$ cat src/rtl/accum_pkg.sv
// accum_pkg: shared defaults and op-kind encoding for the accumulator bank
package accum_pkg;
  localparam int ACCUM_IN_W = 4;
  localparam int ACCUM_ACC_W = 16;
  localparam int ACCUM_NUM_CH = 4;
  typedef enum logic [1:0] {OP_NONE, OP_ADD, OP_LOAD} op_t;
endpackage

$ cat src/rtl/accum_bank_if.sv
// accum_bank_if: request, read-port and result signals of the accumulator bank
interface accum_bank_if import accum_pkg::*; #(
  parameter int IN_W = ACCUM_IN_W,
  parameter int ACC_W = ACCUM_ACC_W,
  parameter int NUM_CH = ACCUM_NUM_CH
) ();
  localparam int CH_W = $clog2(NUM_CH);
  logic in_valid;
  logic load;
  logic [CH_W-1:0] in_ch;
  logic [IN_W-1:0] in_data;
  logic [ACC_W-1:0] load_data;
  logic clr_ovf;
  logic [CH_W-1:0] rd_ch;
  logic [ACC_W-1:0] rd_data;
  logic out_valid;
  logic [CH_W-1:0] out_ch;
  logic [ACC_W-1:0] out_data;
  logic [NUM_CH-1:0] ovf;
  modport master (
    output in_valid, load, in_ch, in_data, load_data, clr_ovf, rd_ch,
    input rd_data, out_valid, out_ch, out_data, ovf
  );
  modport slave (
    input in_valid, load, in_ch, in_data, load_data, clr_ovf, rd_ch,
    output rd_data, out_valid, out_ch, out_data, ovf
  );
endinterface

$ cat src/rtl/accum_lane.sv
// accum_lane: one channel register with carry-out adder and sticky overflow (ACCUM_SAT_EN saturates on carry)
module accum_lane import accum_pkg::*; #(
  parameter int IN_W = ACCUM_IN_W,
  parameter int ACC_W = ACCUM_ACC_W
) (
  input  logic clk,
  input  logic Rst,
  input  logic add_en,
  input  logic load_en,
  input  logic clr,
  input  logic [IN_W-1:0] in_data,
  input  logic [ACC_W-1:0] load_data,
  output logic [ACC_W-1:0] acc,
  output logic [ACC_W-1:0] nxt,
  output logic ovf
);
  logic [ACC_W:0] sum;
  logic [ACC_W-1:0] add_v;
  always_comb begin
    sum = {1'b0, acc} + (ACC_W+1)'(in_data);
`ifdef ACCUM_SAT_EN
    add_v = sum[ACC_W] ? '1 : sum[ACC_W-1:0];
`else
    add_v = sum[ACC_W-1:0];
`endif
    nxt = load_en ? load_data : add_en ? add_v : acc;
  end
  // a carry in the same cycle as clr keeps the flag set
  always_ff @(posedge clk)
    if (Rst) begin
      acc <= '0;
      ovf <= 1'b0;
    end else begin
      acc <= nxt;
      ovf <= load_en ? 1'b0 : (add_en && sum[ACC_W]) ? 1'b1 : clr ? 1'b0 : ovf;
    end
endmodule

$ cat src/rtl/accum_bank.sv
// accum_bank: NUM_CH-channel accumulator bank with registered result strobe (ACCUM_SAT_EN selects saturating adds)
module accum_bank import accum_pkg::*; #(
  parameter int IN_W = ACCUM_IN_W,
  parameter int ACC_W = ACCUM_ACC_W,
  parameter int NUM_CH = ACCUM_NUM_CH
) (
  input logic clk,
  input logic Rst,
  accum_bank_if.slave bus
);
  localparam int CH_W = $clog2(NUM_CH);
  logic [ACC_W-1:0] acc [NUM_CH];
  logic [ACC_W-1:0] nxt [NUM_CH];
  logic [NUM_CH-1:0] ovf;
  op_t op;
  always_comb op = (32'(bus.in_ch) >= NUM_CH) ? OP_NONE : bus.load ? OP_LOAD : bus.in_valid ? OP_ADD : OP_NONE;
  for (genvar c = 0; c < NUM_CH; c++) begin : g_lane
    accum_lane #(.IN_W(IN_W), .ACC_W(ACC_W)) u_lane (
      .clk(clk),
      .Rst(Rst),
      .add_en(op == OP_ADD && bus.in_ch == CH_W'(c)),
      .load_en(op == OP_LOAD && bus.in_ch == CH_W'(c)),
      .clr(bus.clr_ovf),
      .in_data(bus.in_data),
      .load_data(bus.load_data),
      .acc(acc[c]),
      .nxt(nxt[c]),
      .ovf(ovf[c])
    );
  end
  assign bus.rd_data = acc[bus.rd_ch];
  assign bus.ovf = ovf;
  always_ff @(posedge clk)
    if (Rst) begin
      bus.out_valid <= 1'b0;
      bus.out_ch <= '0;
      bus.out_data <= '0;
    end else begin
      bus.out_valid <= op != OP_NONE;
      if (op != OP_NONE) begin
        bus.out_ch <= bus.in_ch;
        bus.out_data <= nxt[bus.in_ch];
      end
    end
endmodule

$ cat src/flat_wrapper.sv
// flat-port wrapper written by rule: the top's interface ports become plain ports
module accum_bank_flat import accum_pkg::*;
#(
  parameter int IN_W = ACCUM_IN_W,
  parameter int ACC_W = ACCUM_ACC_W,
  parameter int NUM_CH = ACCUM_NUM_CH
)
  (clk, Rst, bus_in_valid, bus_load, bus_in_ch, bus_in_data, bus_load_data, bus_clr_ovf, bus_rd_ch, bus_rd_data, bus_out_valid, bus_out_ch, bus_out_data, bus_ovf);
  accum_bank_if #(.IN_W(IN_W), .ACC_W(ACC_W), .NUM_CH(NUM_CH)) bus_i ();
  input logic clk;
  input logic Rst;
  input wire logic [$bits(bus_i.in_valid)-1:0] bus_in_valid;
  input wire logic [$bits(bus_i.load)-1:0] bus_load;
  input wire logic [$bits(bus_i.in_ch)-1:0] bus_in_ch;
  input wire logic [$bits(bus_i.in_data)-1:0] bus_in_data;
  input wire logic [$bits(bus_i.load_data)-1:0] bus_load_data;
  input wire logic [$bits(bus_i.clr_ovf)-1:0] bus_clr_ovf;
  input wire logic [$bits(bus_i.rd_ch)-1:0] bus_rd_ch;
  output wire logic [$bits(bus_i.rd_data)-1:0] bus_rd_data;
  output wire logic [$bits(bus_i.out_valid)-1:0] bus_out_valid;
  output wire logic [$bits(bus_i.out_ch)-1:0] bus_out_ch;
  output wire logic [$bits(bus_i.out_data)-1:0] bus_out_data;
  output wire logic [$bits(bus_i.ovf)-1:0] bus_ovf;
  assign bus_i.in_valid = bus_in_valid;
  assign bus_i.load = bus_load;
  assign bus_i.in_ch = bus_in_ch;
  assign bus_i.in_data = bus_in_data;
  assign bus_i.load_data = bus_load_data;
  assign bus_i.clr_ovf = bus_clr_ovf;
  assign bus_i.rd_ch = bus_rd_ch;
  assign bus_rd_data = bus_i.rd_data;
  assign bus_out_valid = bus_i.out_valid;
  assign bus_out_ch = bus_i.out_ch;
  assign bus_out_data = bus_i.out_data;
  assign bus_ovf = bus_i.ovf;
  accum_bank #(.IN_W(IN_W), .ACC_W(ACC_W), .NUM_CH(NUM_CH)) u_core (.clk(clk), .Rst(Rst), .bus(bus_i));
endmodule
$ cat config.mk
export PLATFORM = sky130hd
export DESIGN_NAME = accum_bank_flat
export DESIGN_NICKNAME = d
export VERILOG_FILES = /design/src/rtl/accum_pkg.sv /design/src/rtl/accum_bank_if.sv /design/src/rtl/accum_lane.sv /design/src/rtl/accum_bank.sv /design/src/flat_wrapper.sv
export SDC_FILE = /design/constraint.sdc
export NUM_CORES = 1
export LEC_CHECK = 0
export CAP_MARGIN = 20
export CORE_MARGIN = 3
export CORE_UTILIZATION = 45
export CTS_BUF_LIST = sky130_fd_sc_hd__clkbuf_8
export CTS_CLUSTER_DIAMETER = 150
export DETAILED_ROUTE_END_ITERATION = 10
export GPL_ROUTABILITY_DRIVEN = 0
export PLACE_DENSITY = 0.74
export SLEW_MARGIN = 10
export SYNTH_ARGS = -nofsm -noshare
export SYNTH_HDL_FRONTEND = slang
export SYNTH_SLANG_ARGS = --single-unit
$ cat constraint.sdc
create_clock -name clk -period 4.3 [get_ports clk]
set_input_delay 0.43 -clock clk [delete_from_list [all_inputs] [get_ports clk]]
set_output_delay 0.43 -clock clk [all_outputs]
set_load 0.01 [all_outputs]
Yosys cells after proc, flatten, opt, wreduce, memory -nomap -nowiden
Index checks and enable logic that the tools add are counted.
{"block": "classes", "addsub": 4, "magnitude_cmp": 2, "n_eq_ne": 5, "n_mux": 21, "n_bitwise": 2, "reduce_logical": 22}
{"operator": "two-way mux 16 bit", "count": 12}
{"operator": "adder 16 x 4 -> 17 bit", "count": 4}
{"operator": "binary-select mux 16 bit (select 2 bit)", "count": 2}
{"operator": "logical AND 1 bit", "count": 12}
{"operator": "nonzero test 2 bit", "count": 5}
{"operator": "OR reduction 2 bit", "count": 4}
{"operator": "== test 2 bit, second input constant", "count": 3}
{"operator": ">= comparator 3 bit, second input constant", "count": 2}
{"operator": "two-way mux 1 bit", "count": 6}
{"operator": "inverter 2 -> 3 bit", "count": 2}
{"operator": "== test 2 x 1 -> 1 bit, second input constant", "count": 2}
{"operator": "zero test 2 bit", "count": 1}
{"operator": "two-way mux 2 bit", "count": 1}
{"block": "totals", "reg_bits": 87, "output_inout_bits": 39, "word_cells": 67}

Depth between registers and ports, before layout
{"block": "depth", "depth_word": 9, "depth_mapped": 9, "mapped_depth_nobuf": 8}

Modules after synthesis
A second synthesis with hierarchy kept.
{"block": "unflattened", "hier_cells": 737, "area_unflattened_um2": 6563.8}
{"module": "accum_lane at u_core.g_lane[0].u_lane ...", "instances": 2, "cells_per_inst": 147, "area_each_um2": 1227.4}
{"module": "accum_lane at u_core.g_lane[2].u_lane ...", "instances": 2, "cells_per_inst": 145, "area_each_um2": 1218.7}
{"module": "accum_bank", "instances": 1, "cells_per_inst": 153, "area_each_um2": 1671.6}

Least setup slack after synthesis
Ideal clock, no wire load.
{"block": "synth_path", "kind": "input -> register", "from": "input bus_in_data[0]", "to": "register u_core.bus.out_data[4]", "arrival_time_ns": 2.402, "required_ns": 4.214, "setup_slack_ns": 1.813, "stages": 7, "n_path_buf": 0, "path_cell_list": "ha_1 fa_1 a211oi_1 nor3_1 a2111o_1 a31o_2 a211oi_1"}
{"block": "synth_via", "elab_chain_len": 6}
{"item": "start, declared", "line": "flat_wrapper.sv:15", "text": "input wire logic [$bits(bus_i.in_data)-1:0] bus_in_data;"}
{"item": "adder 16 x 4 -> 17 bit", "line": "accum_lane.sv:20", "text": "sum = {1'b0, acc} + (ACC_W+1)'(in_data);"}
{"item": "two-way mux 16 bit (2 in series)", "line": "accum_lane.sv:26", "text": "nxt = load_en ? load_data : add_en ? add_v : acc;"}
{"item": "binary-select mux 16 bit (select 2 bit) *", "line": "accum_bank.sv:42", "text": "bus.out_data <= nxt[bus.in_ch];"}
{"item": "two-way mux 16 bit (implied by the code) * (2 in series)", "line": "accum_bank.sv:42"}
{"item": "end signal, assigned", "line": "accum_bank.sv:42"}
{"item": "end, declared", "line": "accum_bank_if.sv:26", "text": "output rd_data, out_valid, out_ch, out_data, ovf"}
Every way passes the cells marked *; elsewhere a longest branch is shown, timed or not. The select of a mux whose other input is x is not followed.
A chain may end at the register's enable or synchronous reset.

Worst setup path after layout
{"block": "layout_path", "from": "input bus_in_data[1]", "to": "register u_core.bus.out_data[15]"}
The elaborated chain is that of the path after synthesis.

==> key figures <==
Run status
  – Status: complete, no violations

Worst setup path
  – Crit. Startpoint: bus_in_data[1]
  – Worst-path maximum fanout: 9
  – Critical path endpoint category: register
  – Crit-path cells: clkdlybuf4s50_1 -> ha_1 -> a211o_1 -> a21oi_1 -> nor4bb_1 -> xnor2_1 -> o21a_1 -> a311oi_1
  – Worst path max stage delay: 0.78 ns
  – Arrival time of the worst setup path: 3.42 ns
  – Worst Path Buf+Inv: 1
  – Worst Setup Start Kind: primary input
  – Cell family with most CP delay: compound AO/OA/AOI/OAI gates
  – Critical Path RT: 4.52 ns
  – Worst Path Class, Setup: in2reg
  – Crit-path slowest cell: clkdlybuf4s50_1
  – RR Startpoint: u_core.g_lane[0].u_lane.acc[1]$_SDFF_PP0_

CTS
  – CTS Hold Bufs: 0
  – Setup Fix Bufs, Post-CTS: 0
  – Clk sinks: 87
  – Post-CTS resize count: 0
  – CTS root buf: clkbuf_8
  – CTS Buffer Depth: 2
  – H-tree lvl count: 3
  – Clk_lat worst skew: 0.38 ns
  – TritonCTS Buffers: 9
  – CTS tree: yes
  – Worst-path clk slew: 0.09 ns

Global routing
  – Grt total ovfl: 0
  – Largest net degree at the start of global routing: 56
  – Vias in the first global route: 6142
  – GRT Resource Usage Total: 0.303
  – Global-route wire length before repair: 34.8 mm
  – Initial antenna violation count: 1

Power and ir drop
  – Peak VDD IR: 0.127 mV
  – Pwr dens: 289 mW/mm2
  – Lkg Pwr: 2.46 nW

Synthesis
  – Post-synth EDFFs: 0
  – Post-synthesis simple-gate area fraction: 0.238
  – Most common cell in the netlist: nor2_1
  – #FFs+latches synth: 87
  – Synthesized area per cell: 8.26 um2
  – Top cells by area, synth: dfxtp_1 (29%), nor2_1 (6.7%), a211oi_1 (6.3%)
  – Top cell type's share of synthesized area: 0.287
  – Most used DFF post-synth: dfxtp_1
  – Synth async-reset ratio: 0
  – Post-synthesis cell count: 734
  – Yosys cell types: 78
  – Netlist Area Pre-Place: 0.00606 mm2
  – Area share of xor/xnor cells in the synthesized design: 0.0650
  – Syn_nets: 783
  – Seq/Total Area, Yosys: 0.287
  – Largest family of logic cells by synthesized area: compound AO/OA/AOI/OAI gates
  – Yosys synthesis warning count: 0
  – Post-synthesis mux area share: 0.0677
  – Commonest cells post-synth: nor2_1 (108), dfxtp_1 (87), a211oi_1 (51), nand2_1 (47), clkbuf_1 (39)
  – Synthesized-area fraction occupied by adder cells: 0.0462
  – Area leader, netlist: dfxtp_1
  – Compound-Gate Fraction of Synth Area: 0.249

Route
  – Post-Route WL: 22.4 mm
  – Routed length per instance: 23.4 um
  – Drc violations: 0
  – Antenna-violating nets left: 0
  – Vias per std cell: 6.80
  – Vias: 6519
  – DRT Pass-1 Iters: 6
  – Starting DRT DRC Count: 1222

Die
  – Num rows: 41
  – Core footprint: 0.0129 mm2
  – Die Area: 0.0149 mm2
  – Die height: 122 um
  – Chip width: 122 um
  – Initial core utilization: 0.471
  – I/O pin cnt: 68

Job
  – Maxcap violations: 0

Timing
  – Final hold violation count: 0
  – Clock Skew: 0.0120 ns
  – RSZ-0062 raised after global routing: no
  – Headroom to the max-slew limit: 0.269
  – Slew Limit Fails: 0
  – Least-Margin Pin Slew: 1.10 ns
  – Fmax: 313 MHz
  – Setup violators final: 0
  – Worst setup margin: 1.10 ns
  – Fin crit period: 3.20 ns
  – Fin crit share: 0.744
  – TNS Setup: 0 ns

Finish
  – Antenna cells: 0
  – Syn-to-layout area delta: 17.0%
  – Final instance area: 0.00709 mm2
  – Layout Nets: 831
  – Layout cell share with drive strength beyond 1: 0.0916
  – Non-filler cells, final: 958

Worst hold path
  – Hold Crit Start: u_core.bus.out_ch[0]$_SDFFE_PP0P_
  – Hold crit path type: reg2reg

Placed design
  – Number of port buffers: 67
  – Post-DP Area: 0.00688 mm2
  – DP HPWL: 16.4 mm
  – Dpl cells: 943
  – Pre-CTS WS: 0.788 ns
-- worst paths after layout --
check,endpoint,slack (ns),depth (start not counted)
max,u_core.bus.out_data[15]$_SDFFE_PP0P_,1.10,8
min,u_core.bus.out_ch[0]$_SDFFE_PP0P_,0.46,2
max reg2reg,u_core.bus.out_data[15]$_SDFFE_PP0P_,1.54,7
min reg2reg,u_core.bus.out_ch[0]$_SDFFE_PP0P_,0.46,2
-- worst reg2reg max path, delay by kind of cell, from the launching register on --
family / cells / cell delay [ns]
DFF: 1 / 0.44
adders and majority gates: 1 / 0.30
and+or+nand+nor: 1 / 0.19
xor gates and xnor gates: 1 / 0.38
AOI/OAI and AO/OA: 4 / 1.30
-- metrics by stage --
stage	hold WS [ns]	power [mW]	utilization
6_report	0.460	2.05	0.551
5_1_grt	0.489	2.11	0.551
4_1_cts	0.466	2.02	0.551
3_5_place_dp	0.455	1.39	0.534
3_3_place_gp	0.442	1.38	0.534
2_1_floorplan	0.441	1.19	-
-- cell usage in the layout (no fill, tap or decap), drive strengths merged, types with 7 or more instances in the layout --
| master | n |
|---|---|
| nand2 | 47 |
| o21ai | 34 |
| inv | 12 |
| nor3 | 24 |
| a311oi | 8 |
| and4 | 7 |
| and3 | 8 |
| nor2 | 108 |
| a211oi | 52 |
| clkbuf | 10 |
| dfxtp | 87 |
| a21oi | 28 |
| buf | 26 |
| clkdlybuf4s50 | 65 |
| ha | 16 |
| mux4 | 16 |
| nand4 | 12 |
| xor2 | 21 |
| xnor2 | 24 |
| nand3 | 25 |
| nand2b | 9 |
| a31oi | 7 |
| nor2b | 10 |
-- state kept, by name, summed over array words and instances (netlist names) --
name                      count
u_core.bus.out_ch             2
u_core.g_lane.u_lane.ovf      4
u_core.bus.out_valid          1
u_core.g_lane.u_lane.acc     64
u_core.bus.out_data          16
-- final cells by class --
cell class / instances / area [um2]
clock inverters: 5 / 73.8
well taps: 172 / 215
multi-input cells: 581 / 4040
clock buffers: 10 / 138
flip-flops and latches: 87 / 1740
inverters: 12 / 45.0
fillers: 1169 / 5780
repair buffers: 91 / 841
-- cells by family after synthesis --
logic type | after synthesis
flip-flops | 87
buffers and inverters | 66
XOR/XNOR | 45
adder cells (fa/ha/maj) | 20
AND/OR/NAND/NOR | 287
AO/OA/AOI/OAI | 208
multiplexers | 21
-- routing by layer --
metal	vias up	track usage	wire, um
met3	93	0.0715	2940
met2	519	0.453	9640
li1	2845	-	-
met5	-	0	18
met4	2	0.141	957
met1	3060	0.415	8850
-- power by group --
group	switching (mW)	total, mW	internal, mW
combinational	0.277	0.483	0.206
sequential	0.0581	0.910	0.852
clock	0.317	0.654	0.336
total	0.652	2.05	1.39
Power figures use the tool's default switching activity.
